<file path="src/rtl/pulse_width_meter_pkg.sv">
// ---------------------------------------------------------------------------
// pulse_width_meter_pkg
//   Shared types, constants and helpers for the pulse width meter.
//   - PW_CNT_W : default segment-counter width
//   - CNT_MAX  : all-ones value of a default-width counter
//   - pw_rec_t : one measured segment {level, sat, width}
//   - sat_inc  : increment that sticks at a caller-supplied ceiling
// ---------------------------------------------------------------------------
package pulse_width_meter_pkg;

    localparam int unsigned PW_CNT_W = 8;

    localparam logic [PW_CNT_W-1:0] CNT_MAX = '1;

    typedef struct packed {
        logic                level;
        logic                sat;
        logic [PW_CNT_W-1:0] width;
    } pw_rec_t;

    // Saturating increment; callers narrow the result back to their own width.
    function automatic logic [31:0] sat_inc(input logic [31:0] value,
                                            input logic [31:0] ceiling);
        if (value >= ceiling) begin
            return ceiling;
        end
        return value + 32'd1;
    endfunction

endpackage

</file>
<file path="src/rtl/pulse_width_meter_if.sv">
// ---------------------------------------------------------------------------
// pulse_width_meter_if
//   Valid/ready record stream leaving the pulse width meter.
//   - m_valid : a record is presented
//   - m_ready : sink accepts the record when m_valid && m_ready
//   - m_level : level of the measured segment (1 = high pulse, 0 = low gap)
//   - m_width : segment length in clk cycles, saturating
//   - m_sat   : segment length reached the counter ceiling
//   Modports: master (meter side), slave (sink side).
// ---------------------------------------------------------------------------
interface pulse_width_meter_if #(
    parameter int unsigned CNT_W = 8
);

    logic             m_valid;
    logic             m_ready;
    logic             m_level;
    logic [CNT_W-1:0] m_width;
    logic             m_sat;

    modport master (
        output m_valid,
        output m_level,
        output m_width,
        output m_sat,
        input  m_ready
    );

    modport slave (
        input  m_valid,
        input  m_level,
        input  m_width,
        input  m_sat,
        output m_ready
    );

endinterface

</file>
<file path="src/rtl/pulse_width_meter_fifo.sv">
// ---------------------------------------------------------------------------
// pw_fifo
//   Synchronous first-word-fall-through FIFO for packed segment records.
//   - clk, rst_n : clock, asynchronous active-low reset
//   - push_i     : write request with wdata_i
//   - pop_i      : read request; ignored while empty
//   - rdata_o    : head entry, forced to zero while empty
//   - empty_o    : no entries stored
//   - full_o     : DEPTH entries stored
//   - drop_o     : push_i refused (full and no pop this cycle)
//   A push while empty is written and shows at the head one cycle later;
//   there is no combinational bypass from wdata_i to rdata_o.
// ---------------------------------------------------------------------------
module pw_fifo #(
    parameter int unsigned WIDTH = 10,
    parameter int unsigned DEPTH = 4
) (
    input  logic             clk,
    input  logic             rst_n,
    input  logic             push_i,
    input  logic [WIDTH-1:0] wdata_i,
    input  logic             pop_i,
    output logic [WIDTH-1:0] rdata_o,
    output logic             empty_o,
    output logic             full_o,
    output logic             drop_o
);

    localparam int unsigned AW = (DEPTH > 1) ? $clog2(DEPTH) : 1;
    localparam int unsigned CW = AW + 1;
    localparam logic [CW-1:0] FULL_CNT = CW'(DEPTH);

    logic [WIDTH-1:0] mem_q [DEPTH];
    logic [AW-1:0]    wr_ptr_q, wr_ptr_d;
    logic [AW-1:0]    rd_ptr_q, rd_ptr_d;
    logic [CW-1:0]    cnt_q,    cnt_d;
    logic             do_push;
    logic             do_pop;

    assign empty_o = (cnt_q == '0);
    assign full_o  = (cnt_q == FULL_CNT);
    assign rdata_o = empty_o ? '0 : mem_q[rd_ptr_q];

    always_comb begin
        do_pop   = pop_i && !empty_o;
        // A full FIFO still takes a push when the head leaves in the same cycle.
        do_push  = push_i && (!full_o || do_pop);
        drop_o   = push_i && full_o && !do_pop;

        wr_ptr_d = wr_ptr_q;
        rd_ptr_d = rd_ptr_q;
        cnt_d    = cnt_q;

        if (do_push) begin
            wr_ptr_d = wr_ptr_q + 1'b1;
        end
        if (do_pop) begin
            rd_ptr_d = rd_ptr_q + 1'b1;
        end
        case ({do_push, do_pop})
            2'b10:   cnt_d = cnt_q + 1'b1;
            2'b01:   cnt_d = cnt_q - 1'b1;
            default: cnt_d = cnt_q;
        endcase
    end

    always_ff @(posedge clk or negedge rst_n) begin
        if (!rst_n) begin
            wr_ptr_q <= '0;
            rd_ptr_q <= '0;
            cnt_q    <= '0;
            for (int unsigned i = 0; i < DEPTH; i++) begin
                mem_q[i] <= '0;
            end
        end else begin
            wr_ptr_q <= wr_ptr_d;
            rd_ptr_q <= rd_ptr_d;
            cnt_q    <= cnt_d;
            if (do_push) begin
                mem_q[wr_ptr_q] <= wdata_i;
            end
        end
    end

endmodule

</file>
<file path="src/rtl/pulse_width_meter.sv">
// ---------------------------------------------------------------------------
// pulse_width_meter
//   Synchronises an asynchronous 1-bit line, times every completed high or
//   low segment in clk cycles and queues {level, sat, width} records.
//   - clk     : single clock, rising edge
//   - rst_n   : asynchronous active-low reset
//   - in      : monitored line, asynchronous to clk
//   - m       : record stream (master modport of pulse_width_meter_if)
//   - overflow: sticky, a record was dropped because the FIFO was full
//   - clr_ovf : synchronous clear of overflow (a same-cycle drop wins)
//   The segment in progress at reset has no known start and is never
//   reported; counting is armed by the first level change afterwards.
// ---------------------------------------------------------------------------
module pulse_width_meter
    import pulse_width_meter_pkg::*;
#(
    parameter int unsigned SYNC_STAGES = 2,
    parameter int unsigned CNT_W       = PW_CNT_W,
    parameter int unsigned FIFO_DEPTH  = 4
) (
    input  logic                    clk,
    input  logic                    rst_n,
    input  logic                    in,
    pulse_width_meter_if.master     m,
    output logic                    overflow,
    input  logic                    clr_ovf
);

    localparam int unsigned      REC_W    = CNT_W + 2;
    localparam logic [CNT_W-1:0] CNT_ONES = '1;

    logic [SYNC_STAGES-1:0] sync_q,  sync_d;
    logic                   in_s;
    logic                   in_d_q;
    logic                   lvl_chg;
    logic [CNT_W-1:0]       cnt_q,   cnt_d;
    logic                   armed_q, armed_d;
    logic                   push_q,  push_d;
    logic [REC_W-1:0]       rec_q,   rec_d;
    logic                   ovf_q,   ovf_d;

    logic [REC_W-1:0]       head;
    logic                   fifo_empty;
    logic                   fifo_full;
    logic                   fifo_drop;

    assign in_s    = sync_q[SYNC_STAGES-1];
    assign lvl_chg = (in_s != in_d_q);

    always_comb begin
        sync_d  = {sync_q[SYNC_STAGES-2:0], in};

        armed_d = armed_q;
        if (lvl_chg) begin
            cnt_d   = CNT_W'(1);
            armed_d = 1'b1;
        end else begin
            cnt_d   = CNT_W'(sat_inc(32'(cnt_q), 32'(CNT_ONES)));
        end

        // The record is staged one cycle before the FIFO write, so a change
        // on the line reaches m_valid SYNC_STAGES+1 edges after capture.
        push_d  = lvl_chg && armed_q;
        rec_d   = {in_d_q, (cnt_q == CNT_ONES), cnt_q};

        ovf_d   = ovf_q;
        if (fifo_drop) begin
            ovf_d = 1'b1;
        end else if (clr_ovf) begin
            ovf_d = 1'b0;
        end
    end

    always_ff @(posedge clk or negedge rst_n) begin
        if (!rst_n) begin
            sync_q  <= '0;
            in_d_q  <= 1'b0;
            cnt_q   <= '0;
            armed_q <= 1'b0;
            push_q  <= 1'b0;
            rec_q   <= '0;
            ovf_q   <= 1'b0;
        end else begin
            sync_q  <= sync_d;
            in_d_q  <= in_s;
            cnt_q   <= cnt_d;
            armed_q <= armed_d;
            push_q  <= push_d;
            rec_q   <= rec_d;
            ovf_q   <= ovf_d;
        end
    end

    pw_fifo #(
        .WIDTH (REC_W),
        .DEPTH (FIFO_DEPTH)
    ) u_fifo (
        .clk     (clk),
        .rst_n   (rst_n),
        .push_i  (push_q),
        .wdata_i (rec_q),
        .pop_i   (m.m_ready),
        .rdata_o (head),
        .empty_o (fifo_empty),
        .full_o  (fifo_full),
        .drop_o  (fifo_drop)
    );

    assign m.m_valid = !fifo_empty;
    assign m.m_level = head[CNT_W+1];
    assign m.m_sat   = head[CNT_W];
    assign m.m_width = head[CNT_W-1:0];
    assign overflow  = ovf_q;

    // A record can only be refused by a full FIFO.
    drop_needs_full: assert property (@(posedge clk) disable iff (!rst_n)
                                      fifo_drop |-> fifo_full);

endmodule

</file>
<file path="src/flat_wrapper.sv">
// flat-port wrapper written by rule: the top's interface ports become plain ports
module pulse_width_meter_flat import pulse_width_meter_pkg::*;
#(
    parameter int unsigned SYNC_STAGES = 2,
    parameter int unsigned CNT_W       = PW_CNT_W,
    parameter int unsigned FIFO_DEPTH  = 4
)
  (clk, rst_n, in, overflow, clr_ovf, m_m_valid, m_m_level, m_m_width, m_m_sat, m_m_ready);
  pulse_width_meter_if #(.CNT_W(CNT_W)) m_i ();
  input  logic clk;
  input  logic rst_n;
  input  logic in;
  output logic overflow;
  input  logic clr_ovf;
  output wire logic [$bits(m_i.m_valid)-1:0] m_m_valid;
  output wire logic [$bits(m_i.m_level)-1:0] m_m_level;
  output wire logic [$bits(m_i.m_width)-1:0] m_m_width;
  output wire logic [$bits(m_i.m_sat)-1:0] m_m_sat;
  input wire logic [$bits(m_i.m_ready)-1:0] m_m_ready;
  assign m_m_valid = m_i.m_valid;
  assign m_m_level = m_i.m_level;
  assign m_m_width = m_i.m_width;
  assign m_m_sat = m_i.m_sat;
  assign m_i.m_ready = m_m_ready;
  pulse_width_meter #(.SYNC_STAGES(SYNC_STAGES), .CNT_W(CNT_W), .FIFO_DEPTH(FIFO_DEPTH)) u_core (.clk(clk), .rst_n(rst_n), .in(in), .m(m_i), .overflow(overflow), .clr_ovf(clr_ovf));
endmodule
</file>
<file path="config.mk">
export PLATFORM = sky130hd
export DESIGN_NAME = pulse_width_meter_flat
export DESIGN_NICKNAME = d
export VERILOG_FILES = /design/src/rtl/pulse_width_meter_pkg.sv /design/src/rtl/pulse_width_meter_if.sv /design/src/rtl/pulse_width_meter_fifo.sv /design/src/rtl/pulse_width_meter.sv /design/src/flat_wrapper.sv
export SDC_FILE = /design/constraint.sdc
export NUM_CORES = 1
export LEC_CHECK = 0
export ABC_AREA = 1
export CAP_MARGIN = 20
export CORE_ASPECT_RATIO = 1.25
export CORE_MARGIN = 2
export CORE_UTILIZATION = 55
export CTS_CLUSTER_DIAMETER = 80
export CTS_CLUSTER_SIZE = 24
export DETAILED_ROUTE_END_ITERATION = 16
export PLACE_DENSITY = 0.74
export SYNTH_ARGS = -nofsm -noshare
export SYNTH_HDL_FRONTEND = slang
export SYNTH_SLANG_ARGS = --single-unit
</file>
<file path="constraint.sdc">
create_clock -name clk -period 6 [get_ports clk]
set_input_delay 1.2 -clock clk [delete_from_list [all_inputs] [get_ports clk]]
set_output_delay 1.2 -clock clk [all_outputs]
set_load 0.05 [all_outputs]
</file>
==> impl_results.md, run 1 <==
- Area growth from synthesis to layout: 9.16%
- Kind of critical path: reg2out
- Global-route wire length before repair: 9690 um
- Warnings, synthesis: 0
- Cts bufs inserted: 9
- Mapped Avg Cell Area: between 9 and 10 um^2
- Fillcell total: 472
- Worst setup margin: slightly above 2000 ps
- Clock Pin Slew Worst Setup and Hold Paths: around 90 ps
- Power, Total: between 1.5 and 2 mW
- Initial antenna violation count: 0
- Critical Path RT: between 4000 and 5000 ps
- RSZ-0062 raised after global routing: false
- Largest net degree at the start of global routing: 72
- Global Route Usage Sum: 19.4%
- Hold Slack: roughly 350 ps
- Final setup viols: 0
- Worst skew pair latency: between 300 and 400 ps
- Post-CTS setup buffer count: 0
- Max cap viols: 0
- Slew Limit Fails: 0
- Die X-Extent: a little over 70 um
- Post-synth top area share: 55.1%
- Post-Route Skew: between 10 and 15 ps
- Placed wire-length estimate: about 3700 um
- Post-CTS Hold Buffers: 0
- Post-route ant nets: 0
- Die extent in y: around 90 um
- IO Pins: 17
- DRC: 0
- Startpoint types: flop
- Worst slew pin tran: 862 ps
- Max transition margin: a little over two fifths
- Via Count: 2193
- Period Utilization, post-route: between 60% and 70%
- CP max FO: 22
- Netlist cell types: 25
- Vias in the first global route: 2192
- Register area share after synthesis: a little under three fifths
- Pwr/cell area: around 500 nW/um^2
- Total routed wirelength: 5570 um
- Rows: 31
- HP Class: reg2reg
- Clock Sinks: 71
- Routed WL per cell: 13.2 um
- Number of DRC markers in iteration 0: roughly 150
- FMAX: approximately 250 MHz
- CTS Buffer Depth: 2
- Antenna cells: 0
- Final period demand of the worst path: slightly below 4000 ps
- Maximum vdd ir drop: around 0.26 mV
- Fraction of layout cells with a size suffix above 1: 17.2%
- NumNets Final: around 360
- Place WS: around 2500 ps
- Resized cells post-CTS: 0
- Synth Instances: approximately 340
- Final core utilization: roughly three fifths
- LEAKAGE: about 1.6 nW
- Register bit total from synthesis: 71
- Starting Density: between 50% and 60%
- Syn nets: between 300 and 400
- Setup crit end kind: primary output
- Gr ovfl total: 0
- Via density: between 5 and 6
- Pre-antenna DRT Iters: 4
- Die Footprint: around 6500 um^2
- CORE AREA: roughly 5700 um^2
- Synth area leaders: dfrtp_1, o21ai_2, nand2_1
- Synth Cell Area: 3220 um^2
- Status: finished clean
- Area leader, netlist: dfrtp_1
- I/O Buffers: 16
- RD Place Congestion: 0.821
- Htree depth: 3
- Setup TNS: 0 ps
- Root Driver: clkbuf_8
- CTS tree: done
- Final Hold Vio Count: 0
- Worst EP arrival: 2740 ps
[routing by layer]
| layer | GRT usage, % | routed length, um | up-vias |
|---|---|---|---|
| met5 | 0 | 0 | - |
| met4 | 10.6 | 88 | 0 |
| met3 | 4.80 | 166 | 10 |
| met2 | 32.3 | 2750 | 33 |
| met1 | 23.4 | 2570 | 1044 |
| li1 | - | - | 1106 |
[cell type report]
cell class                      instances  area, um^2  share of cell area, %
Clock inverter                          7        50.0                   1.42
Multi-Input combinational cell        221        1210                   34.4
Sequential cell                        71        1780                   50.5
Tap cell                               66        82.6                   2.35
Clock buffer                            9         124                   3.52
Timing Repair Buffer                   17         163                   4.62
Inverter                               30         113                   3.20
[final timing paths]
check / startpoint / end / slack [ps] / cells past startpoint
worst max-delay path: u_core.u_fifo.rd_ptr_q[0] / m_m_sat / 2060 / 4
worst min-delay path: u_core.sync_q[0] / u_core.sync_q[1] / 350 / 0
worst max register to register: u_core.u_fifo.cnt_q[0] / u_core.u_fifo.cnt_q[2] / 3970 / 9
worst min register to register: u_core.sync_q[0] / u_core.sync_q[1] / 350 / 0
max in group asynchronous: rst_n / u_core.cnt_q[3] / 4380 / 2
min in group asynchronous: rst_n / u_core.u_fifo.mem_q[29] / 1040 / 2
[where the power goes]
group          switching [mW]  internal [mW]
clock                   0.181          0.149
combinational           0.509          0.251
sequential             0.0860          0.570
[logic make-up (layout without fill, tap and decap cells)]
family,count (synthesis),after routing,share of synthesized area [%]
and+or+nand+nor,125,125,16.3
DFF,71,71,55.1
xor gates and xnor gates,7,7,2.14
AOI/OAI and AO/OA,82,82,16.1
buffers and inverters,44,63,7.34
adders and majority gates,7,7,2.95
[critical path, stage by stage, from the launching register on]
cell             delay (ps)
dfrtp_1                 640
inv_1                   570
o21ai_0                 200
a21oi_1                 160
clkdlybuf4s50_1         820
[through the flow]
stage               instance area (um^2)  instances
finish                              3520        421
global route                        3520        421
CTS                                 3520        421
detailed placement                  3340        405
global placement                    3340        405
floorplan                           3220        336
[cells in the final DEF, fill, tap and decap left out]
cell type	Yosys	layout
clkinvlp_4	0	3
nor2_1	53	53
or2_2	1	1
clkinv_2	0	2
xor2_1	4	4
xnor2_2	1	1
inv_2	2	2
nor2_2	3	3
fa_1	1	1
o21ai_2	29	29
nand3_2	4	4
o21ai_0	25	25
nand2_1	54	54
clkdlybuf4s50_1	0	15
nand2_4	1	1
dfrtp_1	71	71
inv_1	28	28
o21ai_1	11	11
ha_1	6	6
buf_4	2	1
clkbuf_8	0	9
nand3_1	7	7
a21oi_1	17	17
buf_2	2	1
clkinv_4	0	2
nand2_2	2	2
xnor2_1	2	2
[cells in the mapped netlist]
cell and count:
a21oi_1 17, buf_2 2, buf_4 2, buf_6 8
clkbuf_1 1, clkbuf_2 1, dfrtp_1 71, fa_1 1
ha_1 6, inv_1 28, inv_2 2, nand2_1 54
nand2_2 2, nand2_4 1, nand3_1 7, nand3_2 4
nor2_1 53, nor2_2 3, o21ai_0 25, o21ai_1 11
o21ai_2 29, or2_2 1, xnor2_1 2, xnor2_2 1
xor2_1 4
[registers in the layout, indices dropped and copies added, names as in the netlist]
signal and flops:
u_core.u_fifo.wr_ptr_q 2, u_core.overflow 1, u_core.cnt_q 8, u_core.u_fifo.cnt_q 3
u_core.rec_q 10, u_core.in_d_q 1, u_core.armed_q 1, u_core.push_q 1
u_core.sync_q 2, u_core.u_fifo.mem_q 40, u_core.u_fifo.rd_ptr_q 2
No activity file was read; power rests on OpenSTA's default activity.
==> run 2: changes to the inputs <==
clock period = 4 ns   (was 6 ns; I/O delays follow)
==> run 2 against run 1 <==
Net effect:
- setup slack got worse by 1400 ps
- critical path type unchanged
- global-route usage rose by 0.84 points
- sequential power rose by 45%
- first-iteration DRC count fell by 6.5%
- highest routed layer unchanged
- critical endpoint unchanged
- clock power rose by 83%
- final area rose by 1.5%
- routed wire length rose by 4.5%
- cell count rose by 0.48%
==> impl_results.md, run 2 (synthesis gave the netlist of run 1 again) <==
- Area growth from synthesis to layout: 10.8% (was 9.16%)
- Pwr/cell area: 771 nW/um^2 (was 496 nW/um^2)
- Htree depth: 3 (unchanged)
- RR Startpoint: u_core.u_fifo.cnt_q[0] (unchanged)
- Clock Sinks: 71 (unchanged)
- Min-delay src: u_core.sync_q[0] (unchanged)
- Post-CTS Hold Buffers: 0 (unchanged)
- Critical Path RT: 3200 ps (was 4800 ps)
- Worst EP arrival: 2500 ps (was 2740 ps)
- Largest reg by FF count: u_core.u_fifo.mem_q (unchanged)
- Gr ovfl total: 0 (unchanged)
- I/O Buffers: 16 (unchanged)
- Biggest regs: u_core.u_fifo.mem_q: 40 flops, u_core.rec_q: 10 flops, u_core.cnt_q: 8 flops (unchanged)
- Via density: 5.30 (was 5.21)
- Largest net degree at the start of global routing: 51 (was 72)
- FMAX: 303 MHz
- Pre-antenna DRT Iters: 4 (unchanged)
- Number of DRC markers in iteration 0: 144 (was 154)
- LEAKAGE: 1.66 nW (was 1.63 nW)
- Commonest cells after routing, fill and taps aside: dfrtp_1, nand2_1, nor2_1, o21ai_2, inv_1 (unchanged)
- CP max FO: 22 (unchanged)
- Post-Place Cells: 407 (was 405)
- Global-route wire length before repair: 9940 um (was 9690 um)
- Final core utilization: 62.2% (was 61.3%)
- Hold Slack: 367 ps (was 352 ps)
- Worst setup margin: 704 ps (was 2060 ps)
- Final period demand of the worst path: 3300 ps
- Cts bufs inserted: 9 (unchanged)
- CTS Buffer Depth: 2 (unchanged)
- Clock Pin Slew Worst Setup and Hold Paths: 80 ps (was 90 ps)
- Antenna cells: 0 (unchanged)
- Die Footprint: 6490 um^2 (unchanged)
- HP Class: reg2reg (unchanged)
- Via Count: 2244 (was 2193)
- Initial antenna violation count: 0 (unchanged)
- Max cap viols: 0 (unchanged)
- Fin cells: 423 (was 421)
- CORE AREA: 5740 um^2 (unchanged)
- Post-CTS setup buffer count: 0 (unchanged)
- Maximum vdd ir drop: 0.435 mV (was 0.260 mV)
- DRC: 0 (unchanged)
- Final Hold Vio Count: 0 (unchanged)
- Global Route Usage Sum: 20.3% (was 19.4%)
- Resized cells post-CTS: 0 (unchanged)
- Vias in the first global route: 2132 (was 2192)
- Most common cell after layout, fill and taps aside: dfrtp_1 (unchanged)
- CP startpoint: u_core.u_fifo.rd_ptr_q[0] (unchanged)
- Fraction of layout cells with a size suffix above 1: 17.4% (was 17.2%)
- Die extent in y: 89.6 um (unchanged)
- Final setup viols: 0 (unchanged)
- Worst skew pair latency: 340 ps (was 350 ps)
- Startpoint types: flop (unchanged)
- Routed WL per cell: 13.8 um (was 13.2 um)
- Starting Density: 56.1% (unchanged)
- Worst slew pin tran: 607 ps (was 862 ps)
- Kind of critical path: reg2out (unchanged)
- Post-route ant nets: 0 (unchanged)
- Placed wire-length estimate: 3900 um (was 3690 um)
- Setup crit end kind: primary output (unchanged)
- Status: finished clean (unchanged)
- CTS tree: done (unchanged)
- RSZ-0062 raised after global routing: false (unchanged)
- Root Driver: clkbuf_8 (unchanged)
- Post-Route Skew: 8.98 ps (was 12.6 ps)
- Max reg flops: 40 (unchanged)
- Rows: 31 (unchanged)
- Period Utilization, post-route: between 80% and 90%
- NumNets Final: 364 (was 362)
- Die X-Extent: 72.5 um (unchanged)
- IO Pins: 17 (unchanged)
- RD Place Congestion: 0.829 (was 0.821)
- Total routed wirelength: 5820 um (was 5570 um)
- Place WS: 1100 ps (was 2460 ps)
- Slew Limit Fails: 0 (unchanged)
- Max transition margin: 59.5% (was 42.5%)
- Setup TNS: 0 ps (unchanged)
[run 2: stage by stage]
step	power, mW	instance area, um^2
floorplan	1.89	3220
global placement	2.14	3360
detailed placement	2.16	3360
CTS	2.77	3570
global route	2.94	3570
finish	2.75	3570
[run 2: cell type report]
type | instances | area, um^2
fill | 486 | 2170
sequential | 71 | 1780
multi-input combinational | 221 | 1210
timing repair buffer | 19 | 178
clock buffer | 10 | 128
inverter | 30 | 113
clock inverter | 6 | 85.1
tap | 66 | 82.6
[run 2: worst paths after layout]
path / end / slack (ps) / depth (start not counted)
min in group asynchronous: u_core.u_fifo.mem_q[29] / 420 / 1
max in group asynchronous: u_core.u_fifo.mem_q[16] / 2590 / 2
min reg2reg: u_core.sync_q[1] / 370 / 0
max reg2reg: u_core.u_fifo.cnt_q[2] / 1940 / 9
min: u_core.sync_q[1] / 370 / 0
max: m_m_sat / 700 / 4
[run 2: routing by layer]
| metal | global-route usage (%) | share of wire (%) | up-vias |
|---|---|---|---|
| li1 | - | - | 1110 |
| met1 | 26.6 | 44 | 1074 |
| met2 | 32.7 | 51 | 55 |
| met3 | 4.02 | 4.3 | 5 |
| met4 | 9.60 | 0.88 | 0 |
| met5 | 0 | 0 | - |
[run 2: report_power, final]
group / leakage [nW] / total, mW / internal [mW] / switching, mW
logic: 0.625 / 1.20 / 0.389 / 0.808
clock network: 0.102 / 0.604 / 0.349 / 0.255
registers: 0.930 / 0.951 / 0.856 / 0.0942
total: 1.66 / 2.75 / 1.59 / 1.16
[run 2: worst max-delay path: stages (launching register included)]
cell	delay, ps
dfrtp_1	480
inv_1	470
o21ai_0	220
a21oi_1	170
clkdlybuf4s50_1	810
